**src/rtl/enc_evt_fifo.sv**
```systemverilog
// enc_evt_fifo: turns the output of an 8-to-3 priority encoder into a queue of events.
// An event is a new code: valid rises, or the code changes while valid stays high.
// Each event is pushed into a first-word-fall-through FIFO of DEPTH entries.
//
// Ports:
//   clk      in   rising-edge clock
//   rst      in   synchronous active-high reset
//   Y        in   [2:0] encoded index, meaningful only when valid=1
//   valid    in   encoder valid
//   rd_en    in   consumer pop request; ignored while the queue is empty
//   dout     out  [2:0] head-of-queue code, 3'b000 while empty
//   dout_vld out  queue non-empty
//   full     out  count == DEPTH
//   count    out  [CW-1:0] occupancy, 0..DEPTH
//   ovf      out  sticky flag, set when an event is dropped; cleared only by reset
//   drop_cnt out  [7:0] saturating count of dropped events
//                 (present only when ENC_EVT_DROP_CNT_EN is defined)
//
// Optional feature macro: ENC_EVT_DROP_CNT_EN

module enc_evt_fifo #(
  parameter int unsigned DEPTH = 4,
  parameter int unsigned CW    = $clog2(DEPTH) + 1
) (
  input  logic          clk,
  input  logic          rst,
  input  logic [2:0]    Y,
  input  logic          valid,
  input  logic          rd_en,
  output logic [2:0]    dout,
  output logic          dout_vld,
  output logic          full,
  output logic [CW-1:0] count,
`ifdef ENC_EVT_DROP_CNT_EN
  output logic [7:0]    drop_cnt,
`endif
  output logic          ovf
);

  localparam int unsigned PW = $clog2(DEPTH);

  logic          r_prev_valid;
  logic [2:0]    r_prev_y;
  logic [2:0]    r_mem [DEPTH];
  logic [PW-1:0] r_wptr;
  logic [PW-1:0] r_rptr;
  logic [CW-1:0] r_count;
  logic          r_ovf;

  logic          w_evt;
  logic          w_empty;
  logic          w_full;
  logic          w_pop;
  logic          w_push;
  logic          w_drop;
  logic [PW-1:0] w_wptr_nxt;
  logic [PW-1:0] w_rptr_nxt;

  // A code held steady produces exactly one event.
  assign w_evt   = valid && (!r_prev_valid || (Y != r_prev_y));
  assign w_empty = (r_count == '0);
  assign w_full  = (r_count == CW'(DEPTH));
  assign w_pop   = rd_en && !w_empty;
  // A simultaneous pop frees the slot, so a push into a full queue still lands.
  assign w_push  = w_evt && (!w_full || w_pop);
  assign w_drop  = w_evt && w_full && !w_pop;

  assign w_wptr_nxt = (r_wptr == PW'(DEPTH - 1)) ? '0 : r_wptr + 1'b1;
  assign w_rptr_nxt = (r_rptr == PW'(DEPTH - 1)) ? '0 : r_rptr + 1'b1;

  always_ff @(posedge clk) begin
    if (rst) begin
      r_prev_valid <= 1'b0;
      r_prev_y     <= 3'b000;
      r_wptr       <= '0;
      r_rptr       <= '0;
      r_count      <= '0;
      r_ovf        <= 1'b0;
    end else begin
      r_prev_valid <= valid;
      r_prev_y     <= Y;
      if (w_push) r_wptr <= w_wptr_nxt;
      if (w_pop)  r_rptr <= w_rptr_nxt;
      r_count <= r_count + CW'(w_push) - CW'(w_pop);
      if (w_drop) r_ovf <= 1'b1;
    end
  end

  // Storage needs no reset; validity is tracked by the count.
  always_ff @(posedge clk) begin
    if (!rst && w_push) r_mem[r_wptr] <= Y;
  end

`ifdef ENC_EVT_DROP_CNT_EN
  logic [7:0] r_drop_cnt;

  always_ff @(posedge clk) begin
    if (rst) begin
      r_drop_cnt <= 8'd0;
    end else if (w_drop && (r_drop_cnt != 8'hFF)) begin
      r_drop_cnt <= r_drop_cnt + 8'd1;
    end
  end

  assign drop_cnt = r_drop_cnt;
`endif

  assign dout     = w_empty ? 3'b000 : r_mem[r_rptr];
  assign dout_vld = !w_empty;
  assign full     = w_full;
  assign count    = r_count;
  assign ovf      = r_ovf;

endmodule

```
**config.mk**
```make
export PLATFORM = sky130hd
export DESIGN_NAME = enc_evt_fifo
export DESIGN_NICKNAME = d
export VERILOG_FILES = /design/src/rtl/enc_evt_fifo.sv
export SDC_FILE = /design/constraint.sdc
export NUM_CORES = 1
export LEC_CHECK = 0
export CORE_MARGIN = 2
export CORE_UTILIZATION = 33
export CTS_BUF_LIST = sky130_fd_sc_hd__clkbuf_4 sky130_fd_sc_hd__clkbuf_8
export CTS_CLUSTER_SIZE = 12
export DETAILED_ROUTE_END_ITERATION = 12
export PLACE_DENSITY = 0.62
export SYNTH_ARGS = -nofsm -noshare
export SYNTH_HDL_FRONTEND = slang
export SYNTH_SLANG_ARGS = --single-unit
```
**constraint.sdc**
```tcl
create_clock -name clk -period 3.5 [get_ports clk]
set_input_delay 0.875 -clock clk [delete_from_list [all_inputs] [get_ports clk]]
set_output_delay 0.875 -clock clk [all_outputs]
set_load 0.005 [all_outputs]
```
Word-level counts from Yosys, hierarchy flattened
Memories as Yosys holds them, arrays and structs flattened. A register that Yosys moved wholly into a read port is not among the register bits.
Cells that the tools add are included.
{"block": "op_classes", "addsub": 4, "n_eq_ne": 4, "muxes": 7, "n_reduce_logical": 14}
{"operator": "2-to-1 mux 2 bit", "n": 4}
{"operator": "logical AND 1 bit", "n": 6}
{"operator": "logical NOT 1 bit", "n": 5}
{"operator": "adder 2 x 1 -> 2 bit (second input constant)", "n": 2}
{"operator": "equality test 2 bit (second input constant)", "n": 2}
{"operator": "adder 3 x 1 -> 3 bit", "n": 1}
{"operator": "equality test 3 bit (second input constant)", "n": 1}
{"operator": "logical NOT 3 bit", "n": 1}
{"operator": "2-to-1 mux 3 bit", "n": 1}
{"operator": "inequality test 3 bit", "n": 1}
{"operator": "subtractor 3 x 1 -> 3 bit", "n": 1}
{"operator": "logical OR 1 bit", "n": 2}
{"operator": "2-to-1 mux 1 bit", "n": 2}
{"block": "totals", "reg_bits": 12, "mem_bits_rw": 12, "inputBits": 7, "out_inout_bits": 9, "elab_cells": 36, "mem_count": 1}
{"name": "r_mem", "words": 4, "width": 3, "read_ports": 1, "rd_clocked_by_memory_dff": 1, "write_ports": 1, "line": "44", "rtl": "logic [2:0] r_mem [DEPTH];"}

Logic depth before layout (Yosys ltp)
{"block": "depth", "depth_word": 8, "mapped_depth": 11, "ltp_nobuf": 10}

Worst setup path before layout
No wires, ideal clock.
{"block": "synth_timing", "kind": "input to register", "from": "input port Y[2]", "to": "register r_count[2], in the netlist count[2]", "setup_ns": 0.128, "t_arrival_ns": 2.599, "required_time_ns": 3.372, "setup_slack_ns": 0.773, "stages": 10, "n_path_buf": 0, "cell_sequence": "xor2_1 o41ai_4 nor2b_2 a21o_2 ha_1 inv_1 fa_1 xor2_1 xnor2_1 nor2_1"}
{"block": "synth_via", "elab_chain_len": 6}
{"item": "start: declaration", "line": "27", "rtl": "input logic [2:0] Y,"}
{"item": "inequality test 3 bit", "line": "60", "rtl": "assign w_evt = valid && (!r_prev_valid || (Y != r_prev_y));"}
{"item": "logical OR 1 bit", "line": "60"}
{"item": "logical AND 1 bit", "line": "60"}
{"item": "logical AND 1 bit", "line": "65", "rtl": "assign w_push = w_evt && (!w_full || w_pop);"}
{"item": "adder 3 x 1 -> 3 bit", "line": "84", "rtl": "r_count <= r_count + CW'(w_push) - CW'(w_pop);"}
{"item": "subtractor 3 x 1 -> 3 bit", "line": "84"}
{"item": "end signal: assignment", "line": "84"}
{"item": "end: declaration", "line": "47", "rtl": "logic [CW-1:0] r_count;"}
Every way passes these cells.
A chain may end at the register's enable or synchronous reset.

Final worst setup path
Ends and elaborated chain as after synthesis.

==> impl_summary.md <==
Status
The run finished with clean final reports.

Floorplanning
The floorplan step set the die height to 62.4 um. The initial utilization of the core area, before any placement, comes to 0.340. During I/O placement, the number of pins put on the boundary was 16. The floorplan step defined a die boundary enclosing 0.00389 mm^2.

From left edge to right edge, the die measures 62.4 um. The total area inside the core boundary comes to 0.00331 mm^2. The row count is 21.

Setup path
The startpoint-to-endpoint class of the critical path is in2reg. The count of cells along the worst register-to-register path is 10. The largest individual stage delay along the critical path comes from the cell clkdlybuf4s50_1. The top fanout value on the critical path is 6. The most repeated library cell on the critical path is xor2_1. The number of buffers and inverters on the critical path is 2. The family of cells with the greatest summed delay on the critical path is buffers and inverters. The kind of start point of the critical path is an input port. The critical path goes through clkdlybuf4s50_1 > xor2_1 > o41ai_4 > nor2b_2 > a21o_2 > ha_1 > inv_1 > fa_1 > xor2_1 > xnor2_1 > nor2_1.

At the worst endpoint, the arrival time is 3260 ps. The largest single stage delay on the critical path is 500 ps. The kind of end point of the critical path is a flop. At the worst endpoint, the required time is 3720 ps.

The cell depth of the worst setup path is 11.

Synthesis
After synthesis the netlist holds a flip-flop and latch count of 26. The count of synthesis-stage warnings from yosys is 0. Each instance of the synthesized netlist takes up on average 13.2 um^2. The cell area after technology mapping is 0.00112 mm^2. The share of flip-flops with an asynchronous set or reset is 0. The cell count after synthesis is 85. For this run, the register share of the synthesized area comes to 0.570.

After synthesis, the cell types taking the most area are edfxtp_1, dfxtp_1, ha_1. The number of nets in the synthesized netlist is 99. The post-synthesis cell type with the largest combined area is edfxtp_1. The top cell type's share of synthesized area is 0.320.

The number of distinct library cells after synthesis is 27. The most used flip-flop cell after synthesis is dfxtp_1. Yosys mapped a number of flops with a built-in enable equal to 12.

Routing
The length of routed met3 wiring is 52 um. The first detailed-routing pass ran for 3 iterations. The wire length the detailed router placed on met1 is 843 um.

The number of vias in the routed layout is 644. The post-route DRC violation count is 0. The sum of routed wire length over all layers is 1.71 mm. The first-iteration detailed-routing DRC count is 18. The highest metal layer carrying signal wires in the routed design is met4.

The detail route stage leaves a number of antenna-violating nets equal to 0. The per-cell routed wire length is 11.4 um. The via-per-instance ratio is 4.29. Detailed routing placed a total of 780 um of wire on met2.

Power
Of the total power, the clock network draws 0.154. The worst-case vdd ir drop is 0.240 mV. The portion of total power attributed to combinational logic is 0.362. The total net switching power is 0.236 mW.

The switching part of the total power is 0.288. In this run the power density over the cells is 600 mW/mm^2. In this run the static leakage power is 0.513 nW. The share of total power dissipated in sequential elements is 0.485. The total internal power is 0.584 mW.

STA
The max-slew violation count is 0. The clock period minus worst slack is 3030 ps. The maximum operating frequency is 0.330 GHz.

The number of setup violations in the final report is 0. In this run the tightest slew margin relative to its limit is 0.773. The largest clock skew in the final design is 2.51 ps. Setup repair after global routing left no endpoint under its margin. After routing, the total negative slack on setup checks comes to 0 ps. The transition at the pin with the smallest max-transition slack is 340 ps. The final hold violation count is 0. In the finished design, the share of the clock period the worst path needs comes to 0.867.

CTS
The clock latency on the worst-skew pair is 310 ps. Clock-pin slew was measured on the worst setup and hold paths at 130 ps. The hold buffer count at cts is 0. The TritonCTS clock tree is built. The level count of the clock H-tree is 1. The quantity of gates resized following cts is 0. The number of buffers inserted during clock tree synthesis is 3. After clock tree synthesis, the setup repair step added 0 buffers. The clock drives 26 sinks.

The root buffer cell is clkbuf_4. In this run the deepest clock path goes through 2 buffers.

Global routing
The first-pass GRT wire length is 2.90 mm. Global routing finished with a remaining overflow of 0. For this run, the total global-route usage over all layers was measured as 0.0962. The number of antenna violations at the first check in global routing came to 0. The via count of the first global-routing pass was 627. The pin count of the biggest net entering global routing is 16.

Job
The tool flagged a number of max-cap violations equal to 0.

Finish
Once layout is complete, the utilization of the core stands at 0.412. The fill cell total of the finished layout is 343. The share of post-route cells with drive strength above 1 is 0.125. The area occupied by multi-input gates is 457 um^2.

The number of antenna diodes in the final layout is 0. Compared with the post-synthesis result, the final layout area differs by 21.4%. The net count of the finished layout is 119.

The sequential cells in the finished layout cover a total of 641 um^2.

Place
The count of input and output buffers is 15. Summed over all nets, the half-perimeter wirelength after detailed placement is 1.31 mm. The last weighted congestion value of the routability-driven placer is 0.706.

Hold path
The number of cells traversed by the worst hold path is 2. The worst min-delay path category is reg2reg.
-- sequential cells by signal (all words and copies together), names as in the netlist, named ones only --
| signal | cells |
|---|---|
| ovf | 1 |
| r_prev_valid | 1 |
| r_wptr | 2 |
| count | 3 |
| r_mem | 12 |
| r_prev_y | 3 |
| r_rptr | 2 |
-- placed cells by master (no fill, tap or decap), types with 2 or more instances in the layout --
cell type / instances
clkdlybuf4s50_1: 15
dfxtp_1: 14
edfxtp_1: 12
and2_1: 7
ha_1: 6
inv_1: 5
nor2b_1: 5
xor2_1: 4
nand2_1: 3
mux4_2: 3
nor2_1: 3
a21oi_1: 3
nand2b_1: 3
clkbuf_4: 3
or3_1: 2
nor3_1: 2
buf_4: 2
-- path summary, 6_finish.rpt --
| kind | start | endpoint | slack (ps) |
|---|---|---|---|
| setup / recovery | Y[2] | count[2] | 470 |
| hold reg to reg | ovf | ovf | 460 |
| setup reg to reg | r_prev_y[2] | count[2] | 1220 |
| hold / removal | ovf | ovf | 460 |
-- cell usage after synthesis (2+ instances only) --
master / n
nor2b_1: 5
edfxtp_1: 12
nor2_1: 3
xor2_1: 4
dfxtp_1: 14
mux4_2: 3
a21oi_1: 3
ha_1: 6
inv_1: 5
nor3_1: 2
nand2_1: 3
or3_1: 2
and2_1: 7
nand2b_1: 3
-- cell type report --
| class | count | area share |
|---|---|---|
| multi-input cells | 52 | 0.335 |
| flip-flops and latches | 26 | 0.469 |
| inverters | 5 | 0.0137 |
| repair buffers | 17 | 0.121 |
| well taps | 46 | 0.0422 |
| clock buffers | 3 | 0.0165 |
| clock inverters | 1 | 0.00275 |
-- through the flow --
step | area, um^2 | power [mW] | hold WS (ps) | instances | setup slack (ps)
5_1_grt | 1370 | 0.882 | 496 | 150 | 292
2_1_floorplan | 1120 | 0.570 | 442 | 85 | 773
4_1_cts | 1370 | 0.833 | 463 | 150 | 435
3_5_place_dp | 1340 | 0.708 | 438 | 146 | 107
3_3_place_gp | 1340 | 0.697 | 434 | 146 | 140
6_report | 1370 | 0.819 | 462 | 150 | 466
-- logic make-up after synthesis --
| logic type | count (synthesis) | share of synthesized area |
|---|---|---|
| AO/OA/AOI/OAI | 5 | 0.0456 |
| XOR/XNOR | 5 | 0.0389 |
| adder cells (fa/ha/maj) | 7 | 0.0845 |
| buffers and inverters | 7 | 0.0245 |
| flip-flops | 26 | 0.570 |
| multiplexers | 5 | 0.0823 |
| AND/OR/NAND/NOR | 30 | 0.155 |
-- per-layer routing --
| metal | GRT usage | up-vias |
|---|---|---|
| li1 | - | 325 |
| met1 | 0.118 | 301 |
| met2 | 0.163 | 14 |
| met3 | 0.0162 | 4 |
| met4 | 0.0500 | 0 |
| met5 | 0 | - |
-- worst reg2reg max path: cells and delay by family (launching register included) --
| family | cells | cell delay [ps] |
|---|---|---|
| buffers and inverters | 1 | 50 |
| XOR/XNOR | 3 | 490 |
| AO/OA/AOI/OAI | 2 | 520 |
| AND/OR/NAND/NOR | 2 | 290 |
| adder cells (fa/ha/maj) | 2 | 510 |
| flip-flops | 1 | 340 |
-- power by group through the flow --
stage | Combinational [mW] | Clock (mW) | Sequential [mW]
5_1_grt | 0.331 | 0.144 | 0.407
3_5_place_dp | 0.302 | 0 | 0.406
2_1_floorplan | 0.171 | 0 | 0.399
6_report | 0.296 | 0.126 | 0.397
4_1_cts | 0.302 | 0.132 | 0.399
3_3_place_gp | 0.295 | 0 | 0.403
(Power assumes the default switching activity.)
